==> src/rtl/axi4_rd_arbiter_pkg.sv <==
// Shared types and constants for the AXI4 read-port arbiter.
// Latency: n/a (declarations only).
// Backpressure: n/a.
package axi4_arb_pkg;

  // Arbiter FSM: wait for a request, present AR to the slave, stream R beats.
  typedef enum logic [1:0] {
    IDLE = 2'd0,
    ADDR = 2'd1,
    DATA = 2'd2
  } state_t;

  localparam logic [1:0] BURST_FIXED = 2'b00;
  localparam logic [1:0] BURST_INCR  = 2'b01;
  localparam logic [1:0] BURST_WRAP  = 2'b10;

  localparam logic [1:0] RESP_OKAY   = 2'b00;
  localparam logic [1:0] RESP_EXOKAY = 2'b01;
  localparam logic [1:0] RESP_SLVERR = 2'b10;
  localparam logic [1:0] RESP_DECERR = 2'b11;

endpackage

==> src/rtl/axi4_rd_arbiter_if.sv <==
// AR/R signal bundle between the requesting masters, the arbiter and the memory slave.
// Latency: n/a (wires only).
// Backpressure: plain AXI valid/ready on every channel.
interface axi4_rd_arbiter_if #(
  parameter int NUM_MASTERS = 2,
  parameter int ADDR_WIDTH  = 32,
  parameter int DATA_WIDTH  = 32,
  parameter int ID_WIDTH    = 4,
  parameter int LEN_WIDTH   = 8
);
  // Requester side: per-master vectors, master i at [i*W +: W].
  logic [NUM_MASTERS-1:0]            S_ARVALID;
  logic [NUM_MASTERS-1:0]            S_ARREADY;
  logic [NUM_MASTERS*ID_WIDTH-1:0]   S_ARID;
  logic [NUM_MASTERS*ADDR_WIDTH-1:0] S_ARADDR;
  logic [NUM_MASTERS*LEN_WIDTH-1:0]  S_ARLEN;
  logic [NUM_MASTERS*3-1:0]          S_ARSIZE;
  logic [NUM_MASTERS*2-1:0]          S_ARBURST;
  logic [NUM_MASTERS-1:0]            S_RVALID;
  logic [NUM_MASTERS-1:0]            S_RREADY;
  logic [ID_WIDTH-1:0]               S_RID;
  logic [DATA_WIDTH-1:0]             S_RDATA;
  logic [1:0]                        S_RRESP;
  logic                              S_RLAST;

  // Memory-slave side: single AXI4 read port.
  logic                              M_ARVALID;
  logic                              M_ARREADY;
  logic [ID_WIDTH-1:0]               M_ARID;
  logic [ADDR_WIDTH-1:0]             M_ARADDR;
  logic [LEN_WIDTH-1:0]              M_ARLEN;
  logic [2:0]                        M_ARSIZE;
  logic [1:0]                        M_ARBURST;
  logic                              M_RVALID;
  logic                              M_RREADY;
  logic [ID_WIDTH-1:0]               M_RID;
  logic [DATA_WIDTH-1:0]             M_RDATA;
  logic [1:0]                        M_RRESP;
  logic                              M_RLAST;

  // Arbiter's view: slave to the requesters, master to the memory.
  modport slave (
    input  S_ARVALID, S_ARID, S_ARADDR, S_ARLEN, S_ARSIZE, S_ARBURST, S_RREADY,
    output S_ARREADY, S_RVALID, S_RID, S_RDATA, S_RRESP, S_RLAST,
    output M_ARVALID, M_ARID, M_ARADDR, M_ARLEN, M_ARSIZE, M_ARBURST, M_RREADY,
    input  M_ARREADY, M_RVALID, M_RID, M_RDATA, M_RRESP, M_RLAST
  );

  // Surrounding system's view: the requesters plus the memory slave.
  modport master (
    output S_ARVALID, S_ARID, S_ARADDR, S_ARLEN, S_ARSIZE, S_ARBURST, S_RREADY,
    input  S_ARREADY, S_RVALID, S_RID, S_RDATA, S_RRESP, S_RLAST,
    input  M_ARVALID, M_ARID, M_ARADDR, M_ARLEN, M_ARSIZE, M_ARBURST, M_RREADY,
    output M_ARREADY, M_RVALID, M_RID, M_RDATA, M_RRESP, M_RLAST
  );
endinterface

==> src/rtl/axi4_rd_arbiter_rr_arbiter.sv <==
// Round-robin pick: first asserted request at or above ptr, wrapping modulo N.
// Latency: purely combinational.
// Backpressure: none; the caller owns the pointer register.
module rr_arbiter #(
  parameter  int N  = 2,
  localparam int IW = $clog2(N)
) (
  input  logic [N-1:0]  req,
  input  logic [IW-1:0] ptr,
  output logic [N-1:0]  grant,
  output logic [IW-1:0] grant_idx,
  output logic          any
);

  // Scan N positions starting at ptr; the first hit wins.
  always_comb begin
    int j;
    j         = 0;
    grant     = '0;
    grant_idx = '0;
    any       = 1'b0;
    for (int k = 0; k < N; k++) begin
      j = int'(ptr) + k;
      if (j >= N) j = j - N;
      if (!any && req[j]) begin
        any       = 1'b1;
        grant[j]  = 1'b1;
        grant_idx = IW'(j);
      end
    end
  end

endmodule

==> src/rtl/axi4_rd_arbiter.sv <==
// Shares one AXI4 read port between NUM_MASTERS requesters, round-robin, one burst in flight.
// Latency: AR accepted in IDLE, presented to the slave next cycle; one IDLE cycle after RLAST.
// Backpressure: S_ARREADY only in IDLE; M_ARVALID held until M_ARREADY; M_RREADY mirrors owner's S_RREADY.
module axi4_rd_arbiter
  import axi4_arb_pkg::*;
#(
  parameter  int NUM_MASTERS = 2,
  parameter  int ADDR_WIDTH  = 32,
  parameter  int DATA_WIDTH  = 32,
  parameter  int ID_WIDTH    = 4,
  parameter  int LEN_WIDTH   = 8,
  localparam int GW          = $clog2(NUM_MASTERS)
) (
  input  logic            ACLK,
  input  logic            ARESET,
  axi4_rd_arbiter_if.slave bus,
  output logic [GW-1:0]   GRANT,
  output logic            BUSY,
  output logic            LEN_ERR
);

  state_t                 state_q, state_d;
  logic [GW-1:0]          rr_ptr_q;
  logic [GW-1:0]          grant_q;
  logic [LEN_WIDTH:0]     beat_cnt_q;
  logic [LEN_WIDTH:0]     beat_inc;
  logic                   len_err_q;

  logic [ID_WIDTH-1:0]    ar_id_q;
  logic [ADDR_WIDTH-1:0]  ar_addr_q;
  logic [LEN_WIDTH-1:0]   ar_len_q;
  logic [2:0]             ar_size_q;
  logic [1:0]             ar_burst_q;

  logic [ID_WIDTH-1:0]    nxt_id;
  logic [ADDR_WIDTH-1:0]  nxt_addr;
  logic [LEN_WIDTH-1:0]   nxt_len;
  logic [2:0]             nxt_size;
  logic [1:0]             nxt_burst;

  logic [NUM_MASTERS-1:0] win_oh;
  logic [GW-1:0]          win_idx;
  logic                   win_any;
  logic                   ar_take;
  logic                   rready_c;
  logic                   r_beat;
  logic [DATA_WIDTH-1:0]  r_data;

  rr_arbiter #(.N(NUM_MASTERS)) u_rr (
    .req       (bus.S_ARVALID),
    .ptr       (rr_ptr_q),
    .grant     (win_oh),
    .grant_idx (win_idx),
    .any       (win_any)
  );

  assign ar_take  = (state_q == IDLE) && win_any;
  assign rready_c = bus.S_RREADY[grant_q];
  assign r_beat   = (state_q == DATA) && bus.M_RVALID && rready_c;
  // Counter saturates rather than wrapping, so a runaway burst still reads as a mismatch.
  assign beat_inc = (beat_cnt_q == '1) ? beat_cnt_q : beat_cnt_q + 1'b1;

  // Select the winning master's AR payload from the packed request vectors.
  always_comb begin
    nxt_id    = '0;
    nxt_addr  = '0;
    nxt_len   = '0;
    nxt_size  = '0;
    nxt_burst = '0;
    for (int i = 0; i < NUM_MASTERS; i++) begin
      if (win_oh[i]) begin
        nxt_id    = bus.S_ARID[i*ID_WIDTH +: ID_WIDTH];
        nxt_addr  = bus.S_ARADDR[i*ADDR_WIDTH +: ADDR_WIDTH];
        nxt_len   = bus.S_ARLEN[i*LEN_WIDTH +: LEN_WIDTH];
        nxt_size  = bus.S_ARSIZE[i*3 +: 3];
        nxt_burst = bus.S_ARBURST[i*2 +: 2];
      end
    end
  end

  // Next-state and handshake outputs.
  always_comb begin
    state_d       = state_q;
    bus.S_ARREADY = '0;
    bus.S_RVALID  = '0;
    bus.M_ARVALID = 1'b0;
    bus.M_RREADY  = 1'b0;
    case (state_q)
      IDLE: begin
        if (win_any) begin
          bus.S_ARREADY = win_oh;
          state_d       = ADDR;
        end
      end
      ADDR: begin
        bus.M_ARVALID = 1'b1;
        if (bus.M_ARREADY) state_d = DATA;
      end
      DATA: begin
        bus.M_RREADY          = rready_c;
        bus.S_RVALID[grant_q] = bus.M_RVALID;
        if (r_beat && bus.M_RLAST) state_d = IDLE;
      end
      default: state_d = IDLE;
    endcase
  end

  // State, owner, beat count and sticky length-error bookkeeping.
  always_ff @(posedge ACLK) begin
    if (ARESET) begin
      state_q    <= IDLE;
      rr_ptr_q   <= '0;
      grant_q    <= '0;
      beat_cnt_q <= '0;
      len_err_q  <= 1'b0;
      ar_id_q    <= '0;
      ar_addr_q  <= '0;
      ar_len_q   <= '0;
      ar_size_q  <= '0;
      ar_burst_q <= '0;
    end else begin
      state_q <= state_d;
      if (ar_take) begin
        ar_id_q    <= nxt_id;
        ar_addr_q  <= nxt_addr;
        ar_len_q   <= nxt_len;
        ar_size_q  <= nxt_size;
        ar_burst_q <= nxt_burst;
        grant_q    <= win_idx;
        beat_cnt_q <= '0;
      end
      if (r_beat) begin
        beat_cnt_q <= beat_inc;
        if (bus.M_RLAST) begin
          if (beat_inc != ({1'b0, ar_len_q} + 1'b1)) len_err_q <= 1'b1;
          rr_ptr_q <= (grant_q == GW'(NUM_MASTERS - 1)) ? '0 : grant_q + 1'b1;
        end
      end
    end
  end

  assign bus.M_ARID    = ar_id_q;
  assign bus.M_ARADDR  = ar_addr_q;
  assign bus.M_ARLEN   = ar_len_q;
  assign bus.M_ARSIZE  = ar_size_q;
  assign bus.M_ARBURST = ar_burst_q;

  assign r_data        = bus.M_RDATA;
  assign bus.S_RDATA   = r_data;
  assign bus.S_RID     = bus.M_RID;
  assign bus.S_RRESP   = bus.M_RRESP;
  assign bus.S_RLAST   = bus.M_RLAST;

  assign GRANT   = grant_q;
  assign BUSY    = (state_q != IDLE);
  assign LEN_ERR = len_err_q;

endmodule

==> src/flat_wrapper.sv <==
// flat-port wrapper written by rule: the top's interface ports become plain ports
module axi4_rd_arbiter_flat import axi4_arb_pkg::*;
#(
  parameter  int NUM_MASTERS = 2,
  parameter  int ADDR_WIDTH  = 32,
  parameter  int DATA_WIDTH  = 32,
  parameter  int ID_WIDTH    = 4,
  parameter  int LEN_WIDTH   = 8,
  localparam int GW          = $clog2(NUM_MASTERS)
)
  (ACLK, ARESET, GRANT, BUSY, LEN_ERR, bus_S_ARVALID, bus_S_ARID, bus_S_ARADDR, bus_S_ARLEN, bus_S_ARSIZE, bus_S_ARBURST, bus_S_RREADY, bus_S_ARREADY, bus_S_RVALID, bus_S_RID, bus_S_RDATA, bus_S_RRESP, bus_S_RLAST, bus_M_ARVALID, bus_M_ARID, bus_M_ARADDR, bus_M_ARLEN, bus_M_ARSIZE, bus_M_ARBURST, bus_M_RREADY, bus_M_ARREADY, bus_M_RVALID, bus_M_RID, bus_M_RDATA, bus_M_RRESP, bus_M_RLAST);
  axi4_rd_arbiter_if #(.NUM_MASTERS(NUM_MASTERS), .ADDR_WIDTH(ADDR_WIDTH), .DATA_WIDTH(DATA_WIDTH), .ID_WIDTH(ID_WIDTH), .LEN_WIDTH(LEN_WIDTH)) bus_i ();
  input  logic ACLK;
  input  logic ARESET;
  output logic [GW-1:0] GRANT;
  output logic BUSY;
  output logic LEN_ERR;
  input wire logic [$bits(bus_i.S_ARVALID)-1:0] bus_S_ARVALID;
  input wire logic [$bits(bus_i.S_ARID)-1:0] bus_S_ARID;
  input wire logic [$bits(bus_i.S_ARADDR)-1:0] bus_S_ARADDR;
  input wire logic [$bits(bus_i.S_ARLEN)-1:0] bus_S_ARLEN;
  input wire logic [$bits(bus_i.S_ARSIZE)-1:0] bus_S_ARSIZE;
  input wire logic [$bits(bus_i.S_ARBURST)-1:0] bus_S_ARBURST;
  input wire logic [$bits(bus_i.S_RREADY)-1:0] bus_S_RREADY;
  output wire logic [$bits(bus_i.S_ARREADY)-1:0] bus_S_ARREADY;
  output wire logic [$bits(bus_i.S_RVALID)-1:0] bus_S_RVALID;
  output wire logic [$bits(bus_i.S_RID)-1:0] bus_S_RID;
  output wire logic [$bits(bus_i.S_RDATA)-1:0] bus_S_RDATA;
  output wire logic [$bits(bus_i.S_RRESP)-1:0] bus_S_RRESP;
  output wire logic [$bits(bus_i.S_RLAST)-1:0] bus_S_RLAST;
  output wire logic [$bits(bus_i.M_ARVALID)-1:0] bus_M_ARVALID;
  output wire logic [$bits(bus_i.M_ARID)-1:0] bus_M_ARID;
  output wire logic [$bits(bus_i.M_ARADDR)-1:0] bus_M_ARADDR;
  output wire logic [$bits(bus_i.M_ARLEN)-1:0] bus_M_ARLEN;
  output wire logic [$bits(bus_i.M_ARSIZE)-1:0] bus_M_ARSIZE;
  output wire logic [$bits(bus_i.M_ARBURST)-1:0] bus_M_ARBURST;
  output wire logic [$bits(bus_i.M_RREADY)-1:0] bus_M_RREADY;
  input wire logic [$bits(bus_i.M_ARREADY)-1:0] bus_M_ARREADY;
  input wire logic [$bits(bus_i.M_RVALID)-1:0] bus_M_RVALID;
  input wire logic [$bits(bus_i.M_RID)-1:0] bus_M_RID;
  input wire logic [$bits(bus_i.M_RDATA)-1:0] bus_M_RDATA;
  input wire logic [$bits(bus_i.M_RRESP)-1:0] bus_M_RRESP;
  input wire logic [$bits(bus_i.M_RLAST)-1:0] bus_M_RLAST;
  assign bus_i.S_ARVALID = bus_S_ARVALID;
  assign bus_i.S_ARID = bus_S_ARID;
  assign bus_i.S_ARADDR = bus_S_ARADDR;
  assign bus_i.S_ARLEN = bus_S_ARLEN;
  assign bus_i.S_ARSIZE = bus_S_ARSIZE;
  assign bus_i.S_ARBURST = bus_S_ARBURST;
  assign bus_i.S_RREADY = bus_S_RREADY;
  assign bus_S_ARREADY = bus_i.S_ARREADY;
  assign bus_S_RVALID = bus_i.S_RVALID;
  assign bus_S_RID = bus_i.S_RID;
  assign bus_S_RDATA = bus_i.S_RDATA;
  assign bus_S_RRESP = bus_i.S_RRESP;
  assign bus_S_RLAST = bus_i.S_RLAST;
  assign bus_M_ARVALID = bus_i.M_ARVALID;
  assign bus_M_ARID = bus_i.M_ARID;
  assign bus_M_ARADDR = bus_i.M_ARADDR;
  assign bus_M_ARLEN = bus_i.M_ARLEN;
  assign bus_M_ARSIZE = bus_i.M_ARSIZE;
  assign bus_M_ARBURST = bus_i.M_ARBURST;
  assign bus_M_RREADY = bus_i.M_RREADY;
  assign bus_i.M_ARREADY = bus_M_ARREADY;
  assign bus_i.M_RVALID = bus_M_RVALID;
  assign bus_i.M_RID = bus_M_RID;
  assign bus_i.M_RDATA = bus_M_RDATA;
  assign bus_i.M_RRESP = bus_M_RRESP;
  assign bus_i.M_RLAST = bus_M_RLAST;
  axi4_rd_arbiter #(.NUM_MASTERS(NUM_MASTERS), .ADDR_WIDTH(ADDR_WIDTH), .DATA_WIDTH(DATA_WIDTH), .ID_WIDTH(ID_WIDTH), .LEN_WIDTH(LEN_WIDTH)) u_core (.ACLK(ACLK), .ARESET(ARESET), .bus(bus_i), .GRANT(GRANT), .BUSY(BUSY), .LEN_ERR(LEN_ERR));
endmodule
==> config.mk <==
export PLATFORM = sky130hd
export DESIGN_NAME = axi4_rd_arbiter_flat
export DESIGN_NICKNAME = d
export VERILOG_FILES = /design/src/rtl/axi4_rd_arbiter_pkg.sv /design/src/rtl/axi4_rd_arbiter_if.sv /design/src/rtl/axi4_rd_arbiter_rr_arbiter.sv /design/src/rtl/axi4_rd_arbiter.sv /design/src/flat_wrapper.sv
export SDC_FILE = /design/constraint.sdc
export NUM_CORES = 1
export LEC_CHECK = 0
export CAP_MARGIN = 5
export CORE_MARGIN = 2
export CORE_UTILIZATION = 31
export DETAILED_ROUTE_END_ITERATION = 7
export PLACE_DENSITY = 0.8
export SETUP_SLACK_MARGIN = 0.3
export SYNTH_ARGS = -nofsm -noshare
export SYNTH_HDL_FRONTEND = slang
export SYNTH_SLANG_ARGS = --single-unit
==> constraint.sdc <==
create_clock -name ACLK -period 1.7 [get_ports ACLK]
set_clock_uncertainty 0.05 [all_clocks]
set_input_delay 0.34 -clock ACLK [delete_from_list [all_inputs] [get_ports ACLK]]
set_output_delay 0.34 -clock ACLK [all_outputs]
set_load 0.1 [all_outputs]
==> results of run 1 <==
==> cell families after synthesis <==
| logic type | synth area share (%) |
|---|---|
| AOI/OAI and AO/OA | 21.9 |
| xor gates and xnor gates | 4.74 |
| adders and majority gates | 0.797 |
| buffers and inverters | 13.5 |
| DFF | 40.2 |
| muxes | 0.638 |
| and+or+nand+nor | 18.3 |
==> what timing repair did <==
action / CTS / global route
buffers inserted: 14 / 9
resized for setup: 63 / 22
pin swaps: 24 / 22
gates cloned: 4 / 1
setup endpoints to repair: 71 / 70
==> flip-flops by register name, summed over array words and instances, names as in the netlist <==
register and cells:
u_core.bus.M_ARADDR 32, u_core.bus.M_ARBURST 2, u_core.state_q 2, u_core.bus.M_ARLEN 8, u_core.LEN_ERR 1, u_core.bus.M_ARID 4
u_core.rr_ptr_q 1, u_core.bus.M_ARSIZE 3, u_core.beat_cnt_q 9, u_core.GRANT 1
==> power groups by stage <==
| stage | Sequential (W) | Combinational (W) | Clock (W) |
|---|---|---|---|
| 3_3_place_gp | 0.00176 | 0.00219 | 0 |
| 2_1_floorplan | 0.00246 | 0.000962 | 0 |
| 5_1_grt | 0.00175 | 0.00254 | 0.00163 |
| 3_5_place_dp | 0.00177 | 0.00223 | 0 |
| 4_1_cts | 0.00173 | 0.00240 | 0.00156 |
| 6_report | 0.00173 | 0.00246 | 0.00152 |
==> how the worst max path moves through the flow <==
stage / startpoint / end / slack, ps / cells after the start
2_1_floorplan: u_core.state_q[0] / bus_S_ARREADY[0] / -270 / 4
3_3_place_gp: bus_S_ARVALID[0] / u_core.bus.M_ARID[1] / -290 / 7
3_5_place_dp: bus_S_ARVALID[0] / u_core.bus.M_ARADDR[3] / -420 / 7
4_1_cts: u_core.state_q[1] / bus_S_ARREADY[0] / -210 / 5
5_1_grt: u_core.state_q[0] / bus_S_ARREADY[0] / -230 / 5
6_report: u_core.state_q[0] / bus_S_ARREADY[0] / -180 / 5
==> Yosys cell counts (2+ instances only) <==
master,n,share of area (%)
nand4_1,5,1.0
xnor2_1,10,2.8
and4_1,2,0.56
nor3_1,7,1.1
clkbuf_1,17,2.0
or3_1,2,0.40
inv_1,3,0.36
nor2_1,70,8.4
xor2_1,7,2.0
ha_1,2,0.80
nor2b_1,3,0.60
and3_1,3,0.60
a22oi_1,3,0.72
nand2_1,14,1.7
a222oi_1,49,16
buf_2,5,0.80
mux2i_1,2,0.64
a21oi_1,12,1.9
buf_4,41,9.8
dfxtp_1,63,40
nand2b_1,2,0.40
o21ai_0,11,1.8
nand3_1,6,0.96
==> critical path, cell delays in order (launching register included) <==
cell and delay, ps:
dfxtp_4 350, nor2_4 130, clkinvlp_4 120, a211oi_4 220
buf_6 160, buf_12 170
==> final cells by class <==
cell class | count | area [sq um] | area share (%)
Clock inverter | 5 | 78.8 | 1.21
Tap cell | 133 | 166 | 2.56
Sequential cell | 63 | 1320 | 20.4
Inverter | 3 | 15.0 | 0.231
Timing Repair Buffer | 235 | 3020 | 46.6
Multi-Input combinational cell | 226 | 1740 | 26.7
Clock buffer | 11 | 151 | 2.33
==> metrics by stage <==
stage                     std cells  hold slack [ps]  TNS [ps]  setup WS (ps)
final                           676              310      -754           -178
after global routing            676              299     -2100           -226
after CTS                       666              281      -864           -214
after detailed placement        632              460    -17950           -416
after global placement          632              449    -15150           -290
after floorplan                 357              450    -11250           -267
==> per-layer routing <==
layer	global-route usage (%)	vias to the layer above	wire length [um]
li1	-	1666	-
met1	24.3	1757	4690
met2	40.7	194	6470
met4	9.52	0	394
met5	0	-	0
met3	7.74	38	1110
==> impl_metrics.ini, run 1 <==
[worst_hold_path]
min_delay_path_depth = 2
hold_end = u_core.bus.M_ARADDR[19]
worst_hold_path_type = in2reg
worstHoldStart = ARESET

[detailed_routing]
via_per_inst = 5.41
dr.first_iter.drc_count = 322
wl_mm = 12.7
ant_nets = 0
wire_per_inst_um = 18.7
drcViolationCount = 0
drt-pass1-iter-count = 6
num_vias = 3655

[synth]
syn-num-nets = 504
synth-seq-area-share_pct = 40.2
synthesis.area_sq_mm = 0.00314
synth_edf_count = 0
synth-seq-cells = 63
ys_warn_count = 0
synth_ff_type = dfxtp_1
async_reset_ff_share_pct = 0
synth_cell_type_count = 41
syn_area_per_cell_sq_um = 8.79
synthCells = 357

[timing]
finalCritPeriodShare_pct = 110
setup_ws_ps = -178
hold_viol_final = 0
fin_crit_ps = 1880
fmax_ghz = 0.532
tightest_slew_ps = 330
setup_viol = 7
slew_viol_final = 0
rsz0062_at_grt = true
relSlewSlack_pct = 77.7

[power]
power.share.combinational_pct = 43.0
vdd_drop_max_mv = 0.528
totalPowerFinal_w = 0.00571
sequentialPowerShare_pct = 30.3
p_int_w = 0.00357
power_frac_clock_pct = 26.7
p_per_area_mw_per_mm2 = 880
p_sw_share_pct = 37.5
p_leak_nw = 2.53
p_sw_w = 0.00214

[setup_path]
cp.required_ps = 1310
worst_r2r_endpoint = u_core.bus.M_ARADDR[7]
reg2reg_depth = 10
worstPathMaxFanout = 2
r2r_slack_ps = 0
r2r-start = u_core.state_q[1]
critPathKind = reg2out
cp-start-kind = register
cp-end-kind = output port
cp.arrival_ps = 1490

[cts]
htree_num_levels = 3
path_clk_slew_ps = 80
cts_tree = built
clock_latency_ps = 340
clockBufferDepth = 2
cts_buffers = 9
cts-root-buf = clkbuf_8
hold_buffers = 0
clock_sinks = 63

[placed_design]
io_buffers = 165
placed_area_sq_mm = 0.00566
gp_congestion = 0.916
dpl.hpwl_mm = 8.65

[flow_run]
max-cap-violations = 0

[die]
row_count = 36
fp.dieW_um = 105
ios = 242
fp.dieH_um = 105
initial_core_util_pct = 32.0
core_area_sq_mm = 0.00982
die-area_sq_mm = 0.0109

[global_route]
gr-total-overflow = 0
grt_max_degree = 30
track_usage_pct = 22.7
grt_pass1_wl_mm = 19.9
grt_pass1_vias = 3967
antenna_found_initial = 0

[layout]
antenna_cells = 0
nNetsFinal = 685
finish.utilization_pct = 66.1
fin_area_sq_mm = 0.00649
syn2layout_area_growth_pct = 107
layout_common_cells = 101 x clkdlybuf4s50_1, 66 x nor2_1, 66 x buf_12
drive_gt1_share_pct = 40.1
layout_commonest_cell = clkdlybuf4s50_1
n_fill_cell = 760

[status]
violations = setup timing
outcome = complete, but fails checks
(Power assumes the default switching activity.)
==> run 2, diff against run 1 <==
--- a/config.mk
+++ b/config.mk
@@ -9,8 +9,10 @@
 export CORE_MARGIN = 2
 export CORE_UTILIZATION = 31
 export DETAILED_ROUTE_END_ITERATION = 7
+export GPL_TIMING_DRIVEN = 1
 export PLACE_DENSITY = 0.8
-export SETUP_SLACK_MARGIN = 0.3
+export SETUP_SLACK_MARGIN = 0.5
+export SLEW_MARGIN = 20
 export SYNTH_ARGS = -nofsm -noshare
 export SYNTH_HDL_FRONTEND = slang
 export SYNTH_SLANG_ARGS = --single-unit
==> impl_metrics.ini, run 2 (synthesized netlist as in run 1, its figures left out) <==
[timing]
holdWs_ps = 421
fmax_ghz = 0.507
fin_crit_ps = 1970
setup_viol = 18
relSlewSlack_pct = 72.7
tightest_slew_ps = 410
finalCritPeriodShare_pct = 116
hold_viol_final = 0
rsz0062_at_grt = true
setup_ws_ps = -274
slew_viol_final = 0

[global_route]
track_usage_pct = 22.0
antenna_found_initial = 0
grt_max_degree = 64
grt_pass1_wl_mm = 19.2
gr-total-overflow = 0
grt_pass1_vias = 3800

[layout]
layout_commonest_cell = clkdlybuf4s50_1
finish.utilization_pct = 66.1
antenna_cells = 0
layout_common_cells = 100 x clkdlybuf4s50_1, 66 x nor2_1, 66 x buf_12
nNetsFinal = 676
drive_gt1_share_pct = 46.6
syn2layout_area_growth_pct = 107
multi_input_area_sq_mm = 0.00175
largest_reg_flops = 32
seq_area_sq_mm = 0.00138
n_fill_cell = 753

[die]
ios = 242
row_count = 36
fp.dieH_um = 105
die-area_sq_mm = 0.0109
core_area_sq_mm = 0.00982
initial_core_util_pct = 32.0
fp.dieW_um = 105

[detailed_routing]
wire_per_inst_um = 20.1
highest_layer = met4
ant_nets = 0
met1Wirelength_mm = 4.86
drcViolationCount = 1
wl_met3_mm = 1.03
met2_length_mm = 7.18
num_vias = 3713
dr.first_iter.drc_count = 454
wl_mm = 13.4
via_per_inst = 5.57
drt-pass1-iter-count = 8

[setup_path]
critPathSlowestCell = dfxtp_2
crit_buf_inv = 3
cp-end-kind = output port
cp.arrival_ps = 1580
crit_family = buffers and inverters
path_cells = nor2_4, clkinvlp_4, a211oi_4, buf_6, buf_12
r2r_slack_ps = -90
cp-start-kind = register
cp.required_ps = 1310
slowest_delay_ps = 350
worstPathMaxFanout = 3
critPathKind = reg2out

[power]
power_frac_clock_pct = 26.2
sequentialPowerShare_pct = 30.8
p_int_w = 0.00351
p_sw_share_pct = 38.1
vdd_drop_max_mv = 0.533
p_per_area_mw_per_mm2 = 874
p_sw_w = 0.00216
power.share.combinational_pct = 43.0
p_leak_nw = 2.53

[cts]
hold_buffers = 0
htree_num_levels = 3
cts_buffers = 9
path_clk_slew_ps = 80
clock_sinks = 63
clockBufferDepth = 2
clock_latency_ps = 340
cts_tree = built
cts-root-buf = clkbuf_8

[placed_design]
dpl.hpwl_mm = 8.37
gp_congestion = 0.872
io_buffers = 165

[status]
violations = DRC, setup timing
outcome = complete, but fails checks

[worst_hold_path]
worst_hold_path_type = in2reg

[flow_run]
max-cap-violations = 0
run 2: per-layer routing:
metal  track usage (%)  vias to the layer above
met3              5.86                       50
met1              22.9                     1804
met5                 0                        -
met4              10.5                        0
li1                  -                     1652
met2              40.8                      207
run 2: timing repair:
action,4_1_cts,5_1_grt
resized for setup,55,30
buffers inserted,16,8
gates cloned,3,3
pin swaps,23,22
endpoints found under the setup margin,122,121
run 2: worst min-delay path, cell delays in order:
cell and delay [ps]:
buf_2 110, buf_12 200, nor2_1 120
run 2: power groups by stage:
stage / clock [W] / sequential (W) / combinational, W
after floorplan: 0 / 0.00249 / 0.000962
after global placement: 0 / 0.00178 / 0.00218
after detailed placement: 0 / 0.00179 / 0.00222
after CTS: 0.00150 / 0.00175 / 0.00236
after global routing: 0.00156 / 0.00176 / 0.00252
final: 0.00148 / 0.00175 / 0.00244
run 2: through the flow:
stage / TNS (ps) / setup WS [ps] / power, W / cell area (sq um) / instances
after floorplan: -10750 / -267 / 0.00345 / 3390 / 357
after global routing: -5450 / -349 / 0.00584 / 6490 / 667
after global placement: -14980 / -296 / 0.00397 / 5630 / 621
final: -1130 / -274 / 0.00567 / 6490 / 667
after detailed placement: -19910 / -452 / 0.00401 / 5630 / 621
after CTS: -1080 / -251 / 0.00560 / 6250 / 656
run 2: final timing paths:
check,startpoint,to,cells past startpoint
hold / removal,ARESET,u_core.bus.M_ARID[3],3
hold reg to reg,u_core.bus.M_ARADDR[21],u_core.bus.M_ARADDR[21],2
setup reg to reg,u_core.beat_cnt_q[1],u_core.LEN_ERR,7
setup / recovery,u_core.state_q[1],bus_S_ARREADY[0],5
run 2: cell type report:
cell class	instances	area share, %
Clock inverter	4	0.772
Multi-Input combinational cell	226	27.0
Inverter	3	0.231
Timing Repair Buffer	226	45.4
Sequential cell	63	21.3
Clock buffer	12	2.72
Tap cell	133	2.57
==> run 3, diff against run 2 <==
--- a/config.mk
+++ b/config.mk
@@ -6,11 +6,13 @@
 export NUM_CORES = 1
 export LEC_CHECK = 0
 export CAP_MARGIN = 5
-export CORE_MARGIN = 2
-export CORE_UTILIZATION = 31
+export CELL_PAD_IN_SITES_DETAIL_PLACEMENT = 0
+export CELL_PAD_IN_SITES_GLOBAL_PLACEMENT = 2
+export CORE_UTILIZATION = 15
+export CTS_CLUSTER_SIZE = 30
 export DETAILED_ROUTE_END_ITERATION = 7
 export GPL_TIMING_DRIVEN = 1
-export PLACE_DENSITY = 0.8
+export PLACE_DENSITY = 0.77
 export SETUP_SLACK_MARGIN = 0.5
 export SLEW_MARGIN = 20
 export SYNTH_ARGS = -nofsm -noshare
==> impl_metrics.ini, run 3 (synthesized netlist as in run 1, its figures left out) <==
[status]
outcome = complete, but fails checks
violations = setup timing

[cts]
path_clk_slew_ps = 60
cts_buffers = 9
clock_latency_ps = 330
htree_num_levels = 3
cts-root-buf = clkbuf_16
clockBufferDepth = 2
clock_sinks = 63
cts_tree = built

[die]
core_area_sq_mm = 0.0204
initial_core_util_pct = 15.4
row_count = 52
fp.dieH_um = 147
ios = 242
fp.dieW_um = 147
die-area_sq_mm = 0.0215

[layout]
fin_area_sq_mm = 0.00707
finish.utilization_pct = 34.7
syn2layout_area_growth_pct = 125
antenna_cells = 0
drive_gt1_share_pct = 49.3
layout_commonest_cell = clkdlybuf4s50_1
nNetsFinal = 702
largest_reg_flops = 32
layout_common_cells = 100 x clkdlybuf4s50_1, 67 x buf_12, 65 x nor2_1

[detailed_routing]
wl_mm = 14.5
drt-pass1-iter-count = 8
drcViolationCount = 0
wire_per_inst_um = 17.5
via_per_inst = 4.50
ant_nets = 0
num_vias = 3732
dr.first_iter.drc_count = 315

[global_route]
track_usage_pct = 12.8
grt_max_degree = 64
antenna_found_initial = 0
gr-total-overflow = 0
grt_pass1_vias = 3974
grt_pass1_wl_mm = 21.3

[timing]
relSlewSlack_pct = 74.6
tightest_slew_ps = 377
fin_crit_ps = 1870
fmax_ghz = 0.535
slew_viol_final = 0
hold_viol_final = 0
setup_ws_ps = -170
rsz0062_at_grt = true
finalCritPeriodShare_pct = 110
setup_viol = 7

[setup_path]
worstPathMaxFanout = 3
critPathSlowestCell = dfxtp_2
critPathKind = reg2out
path_cells = nor2_4, clkinvlp_4, buf_4, nor2_4, buf_12, buf_12
cp-start-kind = register
reg2reg_depth = 7
slowest_delay_ps = 340
cp.arrival_ps = 1480
cp.required_ps = 1310
cp-end-kind = output port

[power]
p_leak_nw = 2.74
vdd_drop_max_mv = 0.503
p_per_area_mw_per_mm2 = 900

[worst_hold_path]
worst_hold_path_type = in2reg
min_delay_path_depth = 3

[placed_design]
placed_area_sq_mm = 0.00593
io_buffers = 165
post-place-ws_ps = -354
dpl.hpwl_mm = 8.86
gp_congestion = 0.750

[flow_run]
max-cap-violations = 0
-- run 3: cell count changes in the layout (fill, tap and decap cells not counted), sizes merged --
cell / delta
clkbuf: -1
clkinv: +3
dlymetal6s2s: -1
buf: +26
dlygate4sd2: +1
clkinvlp: -2
-- run 3: cell type report --
cell class / instances / area [sq um]
repair buffers: 252 / 3260
fillers: 1979 / 13300
flip-flops and latches: 63 / 1390
clock inverters: 5 / 53.8
multi-input cells: 226 / 1750
clock buffers: 11 / 264
well taps: 270 / 338
inverters: 3 / 15.0
-- run 3: timing repair --
action | in CTS | in global routing
hold buffers | 0 | 0
gates resized for setup | 75 | 25
buffers inserted | 22 | 9
gates cloned | 7 | 3
pin swaps | 30 | 30
endpoints found under the setup margin | 122 | 121
-- run 3: metrics by stage --
| step | total power (W) | std cells | TNS [ps] | hold slack (ps) |
|---|---|---|---|---|
| floorplan | 0.00345 | 357 | -10750 | 450 |
| global placement | 0.00401 | 773 | -15930 | 455 |
| detailed placement | 0.00403 | 773 | -17910 | 466 |
| CTS | 0.00631 | 818 | -2850 | 415 |
| global route | 0.00662 | 830 | -3840 | 436 |
| finish | 0.00636 | 830 | -637 | 434 |
-- run 3: worst max-delay path, delay by kind of cell, from the launching register on --
kind | cells | cell delay (ps)
buffers and inverters | 4 | 560
and+or+nand+nor | 2 | 250
DFF | 1 | 340
-- run 3: power by group --
part	switching, W	internal, W	leakage (nW)
Sequential	0.000143	0.00160	0.547
Clock	0.000725	0.00126	0.160
Combinational	0.00144	0.00120	2.04
-- run 3: path summary, 6_finish.rpt --
kind                                      startpoint                     end  slack [ps]
worst max-delay path               u_core.state_q[0]        bus_S_ARREADY[1]        -170
worst min-delay path                          ARESET  u_core.bus.M_ARSIZE[0]         430
worst max register to register  u_core.beat_cnt_q[0]          u_core.LEN_ERR         -30
worst min register to register  u_core.beat_cnt_q[3]    u_core.beat_cnt_q[3]         470
-- run 3: per-layer routing --
metal | part of all wire, % | global-route usage [%] | wire length, um
met5 | 0 | 0 | 0
met4 | 1.9 | 5.05 | 282
met3 | 10 | 5.28 | 1470
met2 | 49 | 22.1 | 7150
met1 | 39 | 13.9 | 5640
